**src/rtl/sdvm_online.sv**
```systemverilog
// Signed-digit vector multiplier stage: builds an N-digit plus/minus-rail operand
// MSD first and multiplies it by a selector digit delayed DELAY cycles.
module sdvm_online #(
    parameter int NUM_DIGITS = 8,
    parameter int DELAY      = 1,
    parameter int NEG_MODE   = 0
) (
    input  logic                  clk,
    input  logic                  rst_n,
    input  logic                  start,
    input  logic                  in_valid,
    output logic                  in_ready,
    input  logic [1:0]            vec_dig_in,
    input  logic [1:0]            sel_dig_in,
    output logic [NUM_DIGITS-1:0] vec_out_plus,
    output logic [NUM_DIGITS-1:0] vec_out_minus,
    output logic                  out_valid,
    output logic                  done,
    output logic                  busy
);

    localparam int CW = $clog2(NUM_DIGITS + 1);
    localparam logic [NUM_DIGITS-1:0] TOP_SLOT = {1'b1, {(NUM_DIGITS-1){1'b0}}};
    localparam logic [CW-1:0] CNT_FULL = CW'(NUM_DIGITS);
    localparam logic [CW-1:0] CNT_LAST = CW'(NUM_DIGITS - 1);

    typedef struct packed {
        logic [1:0] sel;
        logic       v;
        logic       last;
    } stage_t;

    logic [NUM_DIGITS-1:0] opnd_p;
    logic [NUM_DIGITS-1:0] opnd_m;
    logic [NUM_DIGITS-1:0] mask;
    logic [NUM_DIGITS-1:0] slot;
    logic [CW-1:0]         cnt;
    logic                  accept;
    stage_t                stages [DELAY];
    stage_t                tail;

    // start takes priority over a coincident digit, so it also gates in_ready.
    assign in_ready = busy && (cnt < CNT_FULL) && !start;
    assign accept   = in_valid && in_ready;
    assign slot     = TOP_SLOT >> cnt;

    // NOTE: all sequential state uses non-blocking assignments so every flop
    // samples pre-edge values regardless of block ordering.
    always_ff @(posedge clk or negedge rst_n) begin
        if (!rst_n) begin
            opnd_p <= '0;
            opnd_m <= '0;
            mask   <= '0;
            cnt    <= '0;
        end else if (start) begin
            opnd_p <= '0;
            opnd_m <= '0;
            mask   <= '0;
            cnt    <= '0;
        end else if (accept) begin
            opnd_p <= opnd_p | (slot & {NUM_DIGITS{vec_dig_in == 2'b10}});
            opnd_m <= opnd_m | (slot & {NUM_DIGITS{vec_dig_in == 2'b01}});
            mask   <= mask | slot;
            cnt    <= cnt + CW'(1);
        end
    end

    // NOTE: the delay line is reset like ordinary flops because its valid bits
    // must be clean out of reset; it is only DELAY entries deep.
    always_ff @(posedge clk or negedge rst_n) begin
        if (!rst_n) begin
            for (int i = 0; i < DELAY; i++) stages[i] <= '0;
        end else if (start) begin
            for (int i = 0; i < DELAY; i++) stages[i] <= '0;
        end else begin
            stages[0] <= accept ? stage_t'{sel: sel_dig_in, v: 1'b1, last: (cnt == CNT_LAST)}
                                : stage_t'('0);
            for (int i = 1; i < DELAY; i++) stages[i] <= stages[i-1];
        end
    end

    assign tail      = stages[DELAY-1];
    assign out_valid = tail.v;
    assign done      = tail.v && tail.last;

    always_ff @(posedge clk or negedge rst_n) begin
        if (!rst_n)     busy <= 1'b0;
        else if (start) busy <= 1'b1;
        else if (done)  busy <= 1'b0;
    end

    // NOTE: both rails get a default first so no path through the case infers a latch.
    always_comb begin
        vec_out_plus  = '0;
        vec_out_minus = '0;
        if (tail.v) begin
            case (tail.sel)
                2'b10: begin
                    vec_out_plus  = opnd_p;
                    vec_out_minus = opnd_m;
                end
                2'b01: begin
                    if (NEG_MODE != 0) begin
                        vec_out_plus  = opnd_m;
                        vec_out_minus = opnd_p;
                    end else begin
                        vec_out_plus  = ~opnd_p & mask;
                        vec_out_minus = ~opnd_m & mask;
                    end
                end
                default: begin
                    vec_out_plus  = '0;
                    vec_out_minus = '0;
                end
            endcase
        end
    end

endmodule
```
**config.mk**
```make
export PLATFORM = sky130hd
export DESIGN_NAME = sdvm_online
export DESIGN_NICKNAME = d
export VERILOG_FILES = /design/src/rtl/sdvm_online.sv
export SDC_FILE = /design/constraint.sdc
export NUM_CORES = 1
export LEC_CHECK = 0
export BUFFER_PORTS_ARGS = -buffer_cell sky130_fd_sc_hd__buf_2
export CAP_MARGIN = 20
export CORE_UTILIZATION = 45
export CTS_CLUSTER_DIAMETER = 200
export CTS_CLUSTER_SIZE = 25
export DETAILED_ROUTE_END_ITERATION = 8
export HOLD_SLACK_MARGIN = 0.06
export PLACE_DENSITY = 0.66
export SYNTH_ARGS = -nofsm -noshare
export SYNTH_HDL_FRONTEND = slang
export SYNTH_SLANG_ARGS = --single-unit
```
**constraint.sdc**
```tcl
create_clock -name clk -period 3.1 [get_ports clk]
set_input_delay 0.155 -clock clk [delete_from_list [all_inputs] [get_ports clk]]
set_output_delay 0.155 -clock clk [all_outputs]
set_load 0.05 [all_outputs]
```
==> metrics.cfg, run 1 <==
[placement]
dp_hpwl_um=2680
io_buffers=27
gp_congestion=0.770
place_ws_ns=1.18

[setup_path]
arrival_ns=2.08
worstPathMaxFanout=16
crit_chain=inv_1 > ha_1 > nand2b_1 > a21oi_1 > buf_2
worstSetupPathType=register to output pin
cp.buffers_inverters=2
critical_path.max_stage_delay_ns=0.44
cpMaxStageDelayCell=nand2b_1
required_ns=2.94
critPathCaptureType=output pin
cp_top_family=simple AND/OR/NAND/NOR gates
cp-start-kind=register

[worst_hold_path]
hp-class=input port to register

[timing]
fmax_ghz=0.447
clock_skew_ns=0.00528
relSlewSlack_pct=51.2
fin_tns_setup_ns=0
report.final.slew_viol_count=0
holdWs_ns=0.0701
rsz0062_at_grt=false
hold_viol=0
worst_slew_pin_slew_ns=0.731
setup_viol=0
finalCritPeriodShare_pct=72.2
setup_ws_ns=0.861
layout_min_cycle_time_ns=2.24

[floorplanning]
row_count=22
die_area_um2=4120
ioPinCount=28
fp.dieH_um=64.2
start_util_pct=47.2
core-area_um2=3690
fp.dieW_um=64.2

[logic_synthesis]
syn_inst=164
ys_ff_latch=33
yosysSeqAreaShare_pct=47.5
syn-cell-area_um2=1740
yosysUniqueCellTypes=28
yosysWarnings=0
syn-num-nets=180
avgSynthCellArea_um2=10.6

[finish]
final_common_cell=dfrtp_1
drive_above_1_share_pct=23.2
mostFrequentLayoutCells=33 x dfrtp_1, 27 x buf_2, 22 x o2bb2ai_1, 18 x a21oi_1
num_antenna_cells=0
fin_nets=205
multi_input_area_um2=836
fillers=348
syn_to_final_growth_pct=14.0
seq_area_um2=826

[clocking]
htreeDepth=2
cts_sinks=33
cts_tree=built
cts.clk_slew.worst_paths_ns=0.07
worstSkewPairLatency_ns=0.29
cts_inserted_buffers=5
ctsRootBufferMaster=clkbuf_8
cts_buffer_depth=2

[global_route]
gr-usage-all-layers_pct=22.5
gr-total-overflow=0
grt_pass1_wl_um=6850
grt_max_degree=34
antenna_found_initial=0
grt_pass1_vias=1356

[flow_run]
maxCapViolations=0

[pwr]
power.leakage_nw=0.851
design_power_total_mw=0.837
power_density_nw_per_um2=422
max-vdd-ir-drop_v=0.000242

[route]
via_per_inst=5.65
routed_wl_um=3970
drt_iter0_markers=73
drt_first_pass_iters=4
wl_per_cell_um=16.7
via_count=1345
ant_nets=0
post-route-drc-count=0

[status]
status=completed

## cell families after synthesis
| kind of cell | count (synthesis) | share of synthesized area (%) |
|---|---|---|
| adder cells (fa/ha/maj) | 8 | 5.76 |
| AND/OR/NAND/NOR | 59 | 23.5 |
| AO/OA/AOI/OAI | 42 | 17.1 |
| flip-flops | 33 | 47.5 |
| multiplexers | 3 | 1.80 |
| buffers and inverters | 19 | 4.46 |
## power by group
part,internal (mW),leakage (nW),switching [mW]
clock network,0.155,0.0450,0.154
registers,0.441,0.449,0.0102
logic,0.0253,0.356,0.0515
total,0.622,0.851,0.216
## what timing repair did
item                                    in CTS  in global routing
hold buffers                                 1                  0
buffers inserted                             0                  0
hold endpoints to repair                    33                  0
gates resized for setup                      0                  0
endpoints found under the setup margin       0                  0
## worst register-to-register path, stage by stage, from the launching register on
cell	delay, ns
dfrtp_1	0.44
ha_1	0.27
ha_1	0.27
or2_2	0.27
mux2i_1	0.15
## per-stage QoR
stage / instance area (µm²) / utilization (%) / std cells
floorplan: 1740 / - / 164
global placement: 1890 / 51.3 / 229
detailed placement: 1890 / 51.3 / 229
CTS: 1980 / 53.8 / 238
global route: 1980 / 53.8 / 238
finish: 1980 / 53.8 / 238
## cell type report
cell class                 instances  area share, %
sequential                        33           41.6
clock inverter                     2          0.505
timing repair buffer              28           7.32
inverter                           9           1.70
multi-input combinational        112           42.1
clock buffer                       6           3.66
tap                               48           3.03
## registers in the layout (all words and copies together) (netlist names)
name,count
opnd_m,8
mask,8
out_valid,1
cnt,4
busy,1
opnd_p,8
stages,3
## worst paths after layout
path                                    start               end  slack (ns)  cells after the start
min in group asynchronous               rst_n           mask[7]        0.46                      2
max in group asynchronous               rst_n         opnd_m[0]        2.18                      2
worst min register to register      opnd_p[4]         opnd_p[4]        0.51                      1
worst min-delay path            sel_dig_in[1]         stages[3]        0.07                      2
worst max register to register         cnt[0]            cnt[2]        1.63                      4
worst max-delay path                stages[2]  vec_out_minus[0]        0.86                      5
## layer usage
metal	GRT usage [%]	wire (µm)	share of wire (%)
met4	8.89	90	2.3
met5	0	0	0
met3	6.07	154	3.9
met1	29.1	1730	44
met2	35.6	1990	50
## Yosys cell counts (all sizes together)
master | instances | area, µm²
or4b | 2 | 27.5
mux2i | 2 | 20.0
ha | 8 | 100
dfrtp | 33 | 826
clkbuf | 6 | 23.8
nor3 | 1 | 5.00
o2bb2ai | 22 | 193
a22o | 1 | 8.76
o21ai | 1 | 5.00
mux2 | 1 | 11.3
and2 | 3 | 18.8
or2b | 1 | 7.51
inv | 9 | 33.8
a21oi | 18 | 90.1
and4b | 2 | 22.5
or2 | 2 | 12.5
or3b | 2 | 17.5
and3b | 1 | 8.76
nand4bb | 2 | 22.5
nand3b | 16 | 120
nor2b | 1 | 6.26
nor2 | 1 | 3.75
buf | 4 | 20.0
and4bb | 1 | 12.5
nand2 | 16 | 60.1
nand4b | 5 | 43.8
nand2b | 3 | 18.8
(Power assumes the default switching activity.)
==> run 2: changes to the inputs <==
--- a/config.mk
+++ b/config.mk
@@ -5,6 +5,7 @@
 export SDC_FILE = /design/constraint.sdc
 export NUM_CORES = 1
 export LEC_CHECK = 0
+export ABC_AREA = 1
 export BUFFER_PORTS_ARGS = -buffer_cell sky130_fd_sc_hd__buf_2
 export CAP_MARGIN = 20
 export CORE_UTILIZATION = 45
@@ -12,7 +13,7 @@
 export CTS_CLUSTER_SIZE = 25
 export DETAILED_ROUTE_END_ITERATION = 8
 export HOLD_SLACK_MARGIN = 0.06
-export PLACE_DENSITY = 0.66
+export PLACE_DENSITY = 0.65
 export SYNTH_ARGS = -nofsm -noshare
 export SYNTH_HDL_FRONTEND = slang
 export SYNTH_SLANG_ARGS = --single-unit
==> constraint.sdc (replaced) <==
create_clock -name clk -period 2.1 [get_ports clk]
set_input_delay 0.105 -clock clk [delete_from_list [all_inputs] [get_ports clk]]
set_output_delay 0.105 -clock clk [all_outputs]
set_load 0.05 [all_outputs]
==> run 2 against run 1 <==
Synthesized area rose by 10%. First-iteration DRC count fell by 30%. Count of clock-buffer cells in the layout rose by 1. Power rose by 74%. Clock power up 99%. Synthesized cell count is 59% higher. Sequential cell count is the same. Global-route usage down 0.85 points. Final area rose by 13%. Clock skew up 0.0065 ns. Final cell count rose by 42%. Largest cell class unchanged. Highest routed layer unchanged.
==> metrics.cfg, run 2 <==
[logic_synthesis]
ys_ff_latch=33  ; unchanged
yosysSeqAreaShare_pct=43.0  ; -4.5 points
async_flop_share_pct=100  ; unchanged
synth_compound_area_share_pct=11.1  ; -5.9 points
synth_fa_ha_area_share_pct=5.21  ; -0.54 points
yosysUniqueCellTypes=19  ; -32%
avgSynthCellArea_um2=7.39  ; -30%
syn-num-nets=276  ; +53%
synth-simple-area-share_pct=29.4  ; +6.0 points
ys.flop_type=dfrtp_1
synth_xor_area_share_pct=0  ; unchanged
syn-cell-area_um2=1920  ; +10%
synth_top_family_by_area=simple AND/OR/NAND/NOR gates
yosysTopAreaCellShare_pct=43.0  ; -4.5 points
syn_inst=260  ; +59%
synth.area.mux_share_pct=0  ; -1.8 points
synth_edf_count=0  ; unchanged
synth.area.top_cells=dfrtp_1 43%, nand2_1 13%, nand3_1 9.6%
yosysWarnings=0  ; unchanged
ys_top_cells_by_count=69 x nand2_1, 37 x inv_1, 37 x nand3_1
netlist.top_cell.by_area=dfrtp_1
synth_most_common_cell=nand2_1

[finish]
fin_area_um2=2240  ; +13%
fin_nets=304  ; +48%
final_common_cell=nand2_1
syn_to_final_growth_pct=16.8
fillers=382  ; +9.8%
mostFrequentLayoutCells=69 x nand2_1, 37 x inv_1, 37 x nand3_1, 33 x dfrtp_1, 27 x buf_2
num_antenna_cells=0  ; unchanged
top_regs=mask (8), opnd_m (8), opnd_p (8)
drive_above_1_share_pct=18.0  ; -5.2 points
finalNonFillerCells=339  ; +42%

[route]
via_count=1690  ; +26%
wl_per_cell_um=12.5  ; -25%
via_per_inst=4.99  ; -12%
drt_first_pass_iters=4  ; unchanged
ant_nets=0  ; unchanged
routed_wl_um=4240  ; +6.9%
post-route-drc-count=0  ; unchanged
drt_iter0_markers=51  ; -30%

[setup_path]
cp.buffers_inverters=2  ; unchanged
critical_path.max_stage_delay_ns=0.38  ; -0.06 ns
worstSetupPathType=register to output pin
cp-start-kind=register
worstPathMaxFanout=16  ; unchanged
critPathCaptureType=output pin
required_ns=2.00  ; -0.94 ns
cp_top_family=flip-flops
crit_chain=inv_1 > ha_2 > nor2_4 > o21ai_0 > a21oi_2 > buf_2
arrival_ns=1.87  ; -0.21 ns
cpMaxStageDelayCell=dfrtp_1

[clocking]
cts_buffer_depth=2  ; unchanged
cts_tree=built
cts_inserted_buffers=5  ; unchanged
htreeDepth=2  ; unchanged
ctsRootBufferMaster=clkbuf_8
cts_sinks=33  ; unchanged
worstSkewPairLatency_ns=0.29  ; about the same
cts.clk_slew.worst_paths_ns=0.07  ; about the same
cts_setup_buffers=0  ; unchanged

[floorplanning]
start_util_pct=47.3  ; +0.18 points
fp.dieH_um=67.3  ; +4.9%
row_count=23  ; +4.5%
ioPinCount=28  ; unchanged
die_area_um2=4530  ; +10%
core-area_um2=4060  ; +10%
fp.dieW_um=67.3  ; +4.9%

[placement]
dp_cells=328  ; +43%
gp_congestion=0.788  ; +2.3%
dp_hpwl_um=2920  ; +8.8%
place_area_um2=2090  ; +11%
io_buffers=27  ; unchanged

[flow_run]
maxCapViolations=0  ; unchanged

[worst_hold_path]
hp-class=input port to register

[pwr]
power.leakage_nw=1.16  ; +36%
max-vdd-ir-drop_v=0.000415  ; +71%
power_density_nw_per_um2=651  ; +54%
design_power_total_mw=1.46  ; +74%

[timing]
fin_tns_setup_ns=0  ; unchanged
rsz0062_at_grt=false
setup_viol=0  ; unchanged
finalCritPeriodShare_pct=94.1
fmax_ghz=0.506
worst_slew_pin_slew_ns=0.723  ; -0.00827 ns
hold_viol=0  ; unchanged
report.final.slew_viol_count=0  ; unchanged
layout_min_cycle_time_ns=1.98
relSlewSlack_pct=51.8  ; +0.60 points
clock_skew_ns=0.0117  ; +0.00646 ns
holdWs_ns=0.172  ; +0.102 ns

[status]
status=completed

[global_route]
grt_pass1_vias=1541  ; +14%
grt_max_degree=34  ; unchanged
gr-usage-all-layers_pct=21.6  ; -0.85 points
antenna_found_initial=0  ; unchanged
grt_pass1_wl_um=7160  ; +4.5%
gr-total-overflow=0  ; unchanged

[run 2: path summary, 6_finish.rpt]
path,to,from,slack (ns),cells past startpoint
max,vec_out_minus[6],stages[2],0.12,6
min,mask[4],start,0.17,2
max reg2reg,opnd_p[3],cnt[0],0.71,8
min reg2reg,opnd_m[5],opnd_m[5],0.49,2
max in group asynchronous,cnt[1],rst_n,1.22,2
min in group asynchronous,mask[6],rst_n,0.41,2
[run 2: kinds of logic (layout without fill, tap and decap cells)]
logic type               Yosys count  after routing
AND/OR/NAND/NOR                  128            128
buffers and inverters             49             78
AO/OA/AOI/OAI                     42             42
flip-flops                        33             33
adder cells (fa/ha/maj)            8              8
[run 2: repair_timing]
action	4_1_cts	5_1_grt
endpoints found under the hold margin	35	0
setup endpoints to repair	0	3
resized for setup	0	1
hold buffers	3	0
[run 2: worst register-to-register path, cell delays in order, from the launching register on]
cell and delay, ns:
dfrtp_1 0.41, inv_1 0.13, ha_1 0.24, nand2_1 0.08, nor2_1 0.18, nand2_1 0.09
nand2_1 0.08, nand3_1 0.06, nand2_1 0.07
[run 2: where the power goes]
group | internal (mW) | switching, mW | leakage [nW] | total [mW]
Sequential | 0.656 | 0.0139 | 0.450 | 0.670
Clock | 0.387 | 0.229 | 0.0585 | 0.615
Combinational | 0.0510 | 0.125 | 0.647 | 0.176
Total | 1.09 | 0.367 | 1.16 | 1.46
[run 2: stage by stage]
stage / util [%] / setup WS, ns
6_report: 55.3 / 0.124
5_1_grt: 55.3 / 0.0137
4_1_cts: 55.2 / 0.107
3_5_place_dp: 51.6 / 0.422
3_3_place_gp: 51.6 / 0.455
2_1_floorplan: - / 0.0213
[run 2: cell type report]
cell class	count	area [µm²]	area share (%)
inverters	38	143	6.36
clock inverters	1	30.0	1.34
flip-flops and latches	33	826	36.8
multi-input cells	178	916	40.8
well taps	50	62.6	2.79
clock buffers	7	86.3	3.85
repair buffers	32	180	8.03
[run 2: layer usage]
metal,wire (µm),global-route usage (%),up-vias
li1,-,-,881
met1,2060,28.3,770
met2,1930,34.5,32
met3,172,5.57,7
met4,74,7.45,0
met5,0,0,-
